==> src/rtl/id_pipe_ctrl_pkg.sv <==
// Shared definitions for the decode-stage pipeline controller.
// Contents: immediate-format select encoding, RV32I base opcodes,
// and the stall FSM state type.
package id_pipe_ctrl_pkg;

  typedef enum logic [2:0] {
    Imm_NONE = 3'd0,
    Imm_I    = 3'd1,
    Imm_S    = 3'd2,
    Imm_B    = 3'd3,
    Imm_J    = 3'd4,
    Imm_U    = 3'd5
  } imm_sel_e;

  localparam logic [6:0] OP     = 7'b0110011;
  localparam logic [6:0] OP_IMM = 7'b0010011;
  localparam logic [6:0] LOAD   = 7'b0000011;
  localparam logic [6:0] STORE  = 7'b0100011;
  localparam logic [6:0] BRANCH = 7'b1100011;
  localparam logic [6:0] JAL    = 7'b1101111;
  localparam logic [6:0] JALR   = 7'b1100111;
  localparam logic [6:0] LUI    = 7'b0110111;
  localparam logic [6:0] AUIPC  = 7'b0010111;

  typedef enum logic {
    RUN   = 1'b0,
    STALL = 1'b1
  } state_e;

endpackage

==> src/rtl/id_opc_dec.sv <==
// Combinational opcode decoder for the ID stage.
// Ports:
//   opcode   in  7  instruction bits [6:0]
//   imm_sel  out 3  immediate format (Imm_* encoding)
//   rs1_used out 1  instruction reads rs1
//   rs2_used out 1  instruction reads rs2
module id_opc_dec
  import id_pipe_ctrl_pkg::*;
(
  input  logic [6:0] opcode,
  output logic [2:0] imm_sel,
  output logic       rs1_used,
  output logic       rs2_used
);

  always_comb begin
    imm_sel  = Imm_NONE;
    rs1_used = 1'b0;
    rs2_used = 1'b0;
    unique case (opcode)
      OP: begin
        rs1_used = 1'b1;
        rs2_used = 1'b1;
      end
      OP_IMM, LOAD, JALR: begin
        imm_sel  = Imm_I;
        rs1_used = 1'b1;
      end
      STORE: begin
        imm_sel  = Imm_S;
        rs1_used = 1'b1;
        rs2_used = 1'b1;
      end
      BRANCH: begin
        imm_sel  = Imm_B;
        rs1_used = 1'b1;
        rs2_used = 1'b1;
      end
      JAL:        imm_sel = Imm_J;
      LUI, AUIPC: imm_sel = Imm_U;
      default:    imm_sel = Imm_NONE;
    endcase
  end

endmodule

==> src/rtl/id_pipe_ctrl.sv <==
// Decode-stage pipeline controller: IF/ID register, immediate-format
// decode, load-use stall sequencing, branch flush and perf counters.
// Ports:
//   clk, rst_n              clock, synchronous active-low reset
//   if_pc/if_inst/if_valid  fetch stage output
//   ex_rd/ex_is_load/ex_valid  EX-stage instruction for hazard check
//   ex_br_taken             taken branch/jump resolved in EX
//   id_pc/id_inst/id_valid  IF/ID register contents
//   imm_sel                 immediate format of id_inst
//   pc_hold/idex_bubble/if_flush  pipeline control (combinational)
//   stall_cnt/flush_cnt     wrapping performance counters
module id_pipe_ctrl
  import id_pipe_ctrl_pkg::*;
#(
  parameter logic [31:0] NOP_INST = 32'h0000_0013,
  parameter int unsigned CNT_W    = 32
) (
  input  logic             clk,
  input  logic             rst_n,
  input  logic [31:0]      if_pc,
  input  logic [31:0]      if_inst,
  input  logic             if_valid,
  input  logic [4:0]       ex_rd,
  input  logic             ex_is_load,
  input  logic             ex_valid,
  input  logic             ex_br_taken,
  output logic [31:0]      id_pc,
  output logic [31:0]      id_inst,
  output logic             id_valid,
  output logic [2:0]       imm_sel,
  output logic             pc_hold,
  output logic             idex_bubble,
  output logic             if_flush,
  output logic [CNT_W-1:0] stall_cnt,
  output logic [CNT_W-1:0] flush_cnt
);

  state_e state;
  logic   rs1_used;
  logic   rs2_used;
  logic   lu_haz;
  logic   stall;

  id_opc_dec u_dec (
    .opcode   (id_inst[6:0]),
    .imm_sel  (imm_sel),
    .rs1_used (rs1_used),
    .rs2_used (rs2_used)
  );

  always_comb begin
    lu_haz = id_valid && ex_valid && ex_is_load && (ex_rd != 5'd0) &&
             ((rs1_used && (id_inst[19:15] == ex_rd)) ||
              (rs2_used && (id_inst[24:20] == ex_rd)));
  end

  // Hazard is only honoured from RUN: the stalled load has reached MEM
  // by the STALL cycle and is forwarded, so a second stall is never needed.
  // A flush overrides a simultaneous stall.
  always_comb begin
    stall       = (state == RUN) && lu_haz && !ex_br_taken;
    pc_hold     = stall;
    if_flush    = ex_br_taken;
    idex_bubble = stall || ex_br_taken;
  end

  always_ff @(posedge clk) begin
    if (!rst_n) begin
      state     <= RUN;
      id_pc     <= '0;
      id_inst   <= NOP_INST;
      id_valid  <= 1'b0;
      stall_cnt <= '0;
      flush_cnt <= '0;
    end else begin
      if (ex_br_taken) begin
        state    <= RUN;
        id_pc    <= if_pc;
        id_inst  <= NOP_INST;
        id_valid <= 1'b0;
      end else if (stall) begin
        state    <= STALL;
      end else begin
        state    <= RUN;
        id_pc    <= if_pc;
        id_inst  <= if_inst;
        id_valid <= if_valid;
      end
      if (pc_hold)  stall_cnt <= stall_cnt + 1'b1;
      if (if_flush) flush_cnt <= flush_cnt + 1'b1;
    end
  end

endmodule

==> config.mk <==
export PLATFORM = sky130hd
export DESIGN_NAME = id_pipe_ctrl
export DESIGN_NICKNAME = d
export VERILOG_FILES = /design/src/rtl/id_pipe_ctrl_pkg.sv /design/src/rtl/id_opc_dec.sv /design/src/rtl/id_pipe_ctrl.sv
export SDC_FILE = /design/constraint.sdc
export NUM_CORES = 1
export LEC_CHECK = 0
export ABC_CLOCK_PERIOD_IN_PS = 3300
export CAP_MARGIN = 20
export CORE_AREA = 5 5 123 125
export DETAILED_ROUTE_END_ITERATION = 8
export DIE_AREA = 0 0 128 130
export PLACE_DENSITY = 0.82
export SLEW_MARGIN = 40
export SYNTH_ARGS = -nofsm -noshare
export SYNTH_HDL_FRONTEND = slang
export SYNTH_SLANG_ARGS = --single-unit
==> constraint.sdc <==
create_clock -name clk -period 3.3 [get_ports clk]
set_clock_uncertainty 0.1 [all_clocks]
set_input_delay 0.825 -clock clk [delete_from_list [all_inputs] [get_ports clk]]
set_output_delay 0.825 -clock clk [all_outputs]
set_load 0.02 [all_outputs]
# After elaboration in Yosys (flattened, before gate mapping)
# Index checks and enable logic that the tools add are counted.
# word_totals
regBits	130
latchBits	0
mem_bits_rw	0
rom_bits	0
input_bits	75
output_inout_bits	135
wordCells	45
n_memories	0
# classes
n_addsub	2
multipliers	0
div_mod_pow	0
order_cmp	0
n_eq_ne	12
shift	0
mux	6
bitwise	2
n_reduce_logical	17
# op_table
op	count
adder 32 x 1 -> 32 bit, second input constant	2
two-way mux 32 bit	2
equality test 7 x 6 -> 1 bit, second input constant	3
equality test 7 bit, second input constant	3
one-hot mux 3 bit (5 select lines)	1
equality test 7 x 5 -> 1 bit, second input constant	2
equality test 5 bit	2
logical AND 1 bit	8
equality test 7 x 2 -> 1 bit, second input constant	1
OR reduction 3 bit	2
OR reduction 6 bit	1
nonzero test 5 bit	1
OR reduction 2 bit	2
two-way mux 1 bit	3
logical OR 1 bit	2
inequality test 2 bit, second input constant	1
inverter 1 bit	2
logical NOT 1 bit	1

# Longest topological paths before layout
# depth
depth_word	10
mapped_depth	8
depth_no_buf	6

# Hierarchy
# A second synthesis with hierarchy kept.
# hier_totals
cells_unflattened	689
area_unflattened_um2	5935.7
# modules_own_cells
module	instances	cells_per_inst	area_per_inst_um2	seq_area_each_um2
id_pipe_ctrl	1	672	5814.3	2602.5
id_opc_dec	1	17	121.4	0.0

# Least setup slack after synthesis
# OpenSTA, ideal clock, no wires.
# synth_path
path_kind	input -> output
start	input port ex_rd[1]
end	output port idex_bubble
t_arrival_ns	2.042
required_time_ns	2.375
setup_slack_ns	0.333
cell_stages	5
n_path_buf	1
path_cell_list	or4_1 > o21ai_1 > buf_6 > nor2_2 > or2_2
# synth_via
elab_chain_cells	7
word_cells_on_any_way	11
classes_between	2 x eq/ne; 9 x reduce/logical
# synth_lines
element	line_no	rtl
start: declaration	id_pipe_ctrl.sv:23	input logic [4:0] ex_rd,
equality test 5 bit (on tied branches)	id_pipe_ctrl.sv:53, id_pipe_ctrl.sv:54	
logical AND 1 bit (on tied branches)	id_pipe_ctrl.sv:53, id_pipe_ctrl.sv:54	
logical OR 1 bit	id_pipe_ctrl.sv:53	((rs1_used && (id_inst[19:15] == ex_rd)) ||
logical AND 1 bit *	id_pipe_ctrl.sv:52	lu_haz = id_valid && ex_valid && ex_is_load && (ex_rd != 5'd0) &&
logical AND 1 bit * (2 in a row)	id_pipe_ctrl.sv:61	stall = (state == RUN) && lu_haz && !ex_br_taken;
logical OR 1 bit *	id_pipe_ctrl.sv:64	idex_bubble = stall || ex_br_taken;
end: declaration	id_pipe_ctrl.sv:32	output logic idex_bubble,
# Every way passes the cells marked *; elsewhere a longest branch is shown, timed or not.

# Final worst setup path
# Same ends and word-level chain as after synthesis.

==> out/summary.log <==
qor: setup_path.timing.critical_path.to_type primary output
qor: global_route.grt_overflow 0
qor: routing.per_cell_via_count_in_the_routed_design 5.12
qor: floorplanning.fp-row-count 43
qor: yosys.synth_enable_flop_cells 0
qor: yosys.synthArstFlopShare 0%
qor: floorplanning.chipWidth 128 µm
qor: setup_path.rrSetupSlack 0.77 ns
qor: sta.setup_viol_count_final 0
qor: floorplanning.floorplan.core_area 13800 µm²
qor: yosys.synth_largest_type_area_fraction 41.4%
qor: clock_tree.cts_max_level 4
qor: yosys.ys_top_cells_by_count sky130_fd_sc_hd__nand2_1, sky130_fd_sc_hd__dfxtp_1, sky130_fd_sc_hd__mux2i_1, sky130_fd_sc_hd__nand2b_1, sky130_fd_sc_hd__clkbuf_1
qor: routing.dr.first_iter.drc_count 345
qor: routing.post-route-drc-count 0
qor: yosys.netlist_area 6290 µm²
qor: placement.placedInstanceArea 8540 µm²
qor: final_layout.regArea 2600 µm²
qor: sta.period_share 98.8%
qor: final_layout.final_layout_size_suffix_gt1_share 8.37%
qor: placement.finalWeightedCongestion 0.770
qor: global_route.antenna_found_initial 0
qor: placement.dp_cells 1057
qor: job.maxCapViolations 0
qor: yosys.post-synth-top-area-cell sky130_fd_sc_hd__dfxtp_1
qor: routing.detail-route-antenna-nets 0
qor: routing.routedWlPerCell 14.8 µm
qor: final_layout.final_net_count 974
qor: placement.place.port_buffers 209
qor: clock_tree.clk_root_buffer_cell sky130_fd_sc_hd__clkbuf_16
qor: yosys.yosysSeqAreaShare 41.4%
qor: yosys.main_combinational_cell_family_by_area_after_synthesis simple AND/OR/NAND/NOR gates
qor: final_layout.syn_to_layout_area_delta 45.1%
qor: pwr.design_power_total 3.82 mW
qor: yosys.post_synth_mux_area_share 14.8%
qor: yosys.synth_cells 699
qor: sta.max-slew-margin-rel 61.2%
qor: pwr.cellPowerDensity 419 nW/µm²
qor: clock_tree.clk_path_buf_depth 2
qor: setup_path.worst-path-max-fanout 3
qor: setup_path.cp.required 2.37 ns
qor: sta.final.setup.tns 0 ns
qor: sta.grt_setup_unrepaired false
qor: yosys.synth_compound_area_share 3.38%
qor: clock_tree.insertion_delay 0.41 ns
qor: yosys.yosys_warnings 0
qor: worst_hold_path.worstHoldPathType reg2reg
qor: global_route.global_route_wire_length_before_repair 25400 µm
qor: floorplanning.i_o_pins 210
qor: sta.timing.final.max_slew_violations 0
qor: yosys.yosys.area_share.xor_xnor 4.32%
qor: yosys.synth_simple_gate_area_share 31.4%
qor: routing.detail_route.wirelength 16100 µm
qor: clock_tree.clkSlewWorstSetupHoldPaths 0.05 ns
qor: global_route.track_usage 18.7%
qor: placement.place.detailed.hpwl 11500 µm
qor: final_layout.antennaDiodeCount 0
qor: yosys.dominant_synthesized_flop_cell sky130_fd_sc_hd__dfxtp_1
qor: clock_tree.cts_tree yes
qor: clock_tree.cts_sinks 130
qor: yosys.synth_adder_area_share 0.398%
qor: routing.vias 5567
qor: floorplanning.die-height 130 µm
qor: sta.time_the_final_worst_path_needs_with_i_o_delays_and_setup 3.26 ns
qor: status.run_status completed
qor: setup_path.r2r_cells 7
qor: final_layout.multiInputGateArea 3470 µm²
qor: yosys.syn_nets 776
qor: setup_path.worst_ep_arrival 2.34 ns
qor: pwr.p_leak 3.44 nW
qor: worst_hold_path.timing.hold.worst_endpoint id_pc[12]$_SDFFE_PN0P_
qor: global_route.maximum_number_of_pins_on_one_net_before_global_route_repair 74
qor: pwr.irDropWorstVdd 0.000320 V
qor: yosys.synth_seq_cells 130
qor: sta.fmax 307 MHz
qor: worst_hold_path.hold_path.startpoint id_pc[12]$_SDFFE_PN0P_
qor: clock_tree.cts_buffers 17
qor: final_layout.postLayoutCellArea 9120 µm²
qor: final_layout.n_fill_cell 1142
qor: yosys.synth.most_common_cell sky130_fd_sc_hd__nand2_1
qor: worst_hold_path.worstHoldPathCells 2
qor: yosys.avgSynthCellArea 9.00 µm²
qor: global_route.first_global_vias 5164
qor: setup_path.worst_setup_path_start_kind input port
qor: floorplanning.area_of_the_die 16600 µm²
qor: setup_path.worstSetupPathType in2out
qor: floorplanning.start_util 45.7%
qor: setup_path.reg2reg_to id_pc[19]$_SDFFE_PN0P_
qor: yosys.synth_top_cells_by_area sky130_fd_sc_hd__dfxtp_1, sky130_fd_sc_hd__mux2i_1, sky130_fd_sc_hd__nand2_1
qor: yosys.yosysUniqueCellTypes 50
qor: setup_path.worst_r2r_startpoint id_inst[6]$_SDFFE_PP0N_
qor: sta.hold_ws 0.355 ns
qor: sta.final_hold_viol_count 0
qor: routing.detailedRoute.firstPassIterationCount 4
qor: sta.timing_worst_slew_pin_value 0.582 ns
qor: final_layout.final_instance_count_excl_fillers 1088
## stage by stage
step	worst slack, ns	utilization, %
6_report	0.0389	66.2
2_1_floorplan	0.333	-
4_1_cts	-0.00791	66.2
5_1_grt	0.00331	66.2
3_3_place_gp	-0.560	62.0
3_5_place_dp	-0.590	62.0
## logic make-up (layout without fill, tap and decap cells)
kind of cell             after synthesis  count (layout)
AND/OR/NAND/NOR                      365             365
flip-flops                           130             130
adder cells (fa/ha/maj)                2               2
XOR/XNOR                              31              31
buffers and inverters                 50             259
multiplexers                          93              93
AO/OA/AOI/OAI                         28              28
## power breakdown
part           internal [mW]  switching (mW)  leakage (nW)  total, mW
combinational          0.209           0.187          2.12      0.397
sequential              1.61          0.0278          1.06       1.64
clock                   1.12           0.667         0.260       1.78
total                   2.94           0.882          3.44       3.82
## layout by cell type, fill, tap and decap left out, drive strengths merged, types with 8 or more instances in the layout
cell type and n:
xnor2 21, nor2 8, nor4 26, and4 9, nand2b 42, nand3 10
nand4 17, clkbuf 20, xor2 10, buf 21, mux2i 93, dfxtp 130
clkdlybuf4s50 201, or3 9, nand2 177, and2 22
## how the worst max path moves through the flow
stage,startpoint,endpoint,slack (ns),depth (start not counted)
after floorplan,ex_rd[1],idex_bubble,0.33,5
final,ex_rd[1],idex_bubble,0.04,6
after global routing,ex_rd[2],pc_hold,0.003,7
after global placement,ex_rd[1],idex_bubble,-0.56,6
after CTS,ex_rd[0],idex_bubble,-0.008,8
after detailed placement,ex_rd[2],idex_bubble,-0.59,8
## layer usage
layer | global-route usage (%) | share of wire, %
met1 | 22.3 | 42
met2 | 31.1 | 48
met3 | 6.63 | 8.6
met4 | 6.93 | 2.1
met5 | 0 | 0
## flip-flops by register name, indices dropped and copies added, names as in the netlist
name       count
id_inst       32
flush_cnt     32
id_valid       1
id_pc         32
stall_cnt     32
state          1
## worst max-delay path, stage by stage
cell and delay, ns:
sky130_fd_sc_hd__dlygate4sd2_1 0.27, sky130_fd_sc_hd__or4_4 0.56, sky130_fd_sc_hd__o21ai_4 0.17, sky130_fd_sc_hd__nor2_4 0.06, sky130_fd_sc_hd__or2_2 0.28, sky130_fd_sc_hd__buf_4 0.16
## cell type report
class | count | area share [%]
Clock buffer | 20 | 4.90
Clock inverter | 10 | 1.23
Inverter | 2 | 0.0823
Multi-Input combinational cell | 519 | 38.1
Sequential cell | 130 | 28.5
Tap cell | 180 | 2.47
Timing Repair Buffer | 227 | 24.7
## timing repair
| action | 4_1_cts | 5_1_grt |
|---|---|---|
| gates resized for setup | 18 | 3 |
| buffers inserted | 1 | 0 |
| pin swaps | 3 | 4 |
| hold buffers | 0 | 0 |
| setup endpoints to repair | 2 | 2 |
No activity file was read; power rests on OpenSTA's default activity.
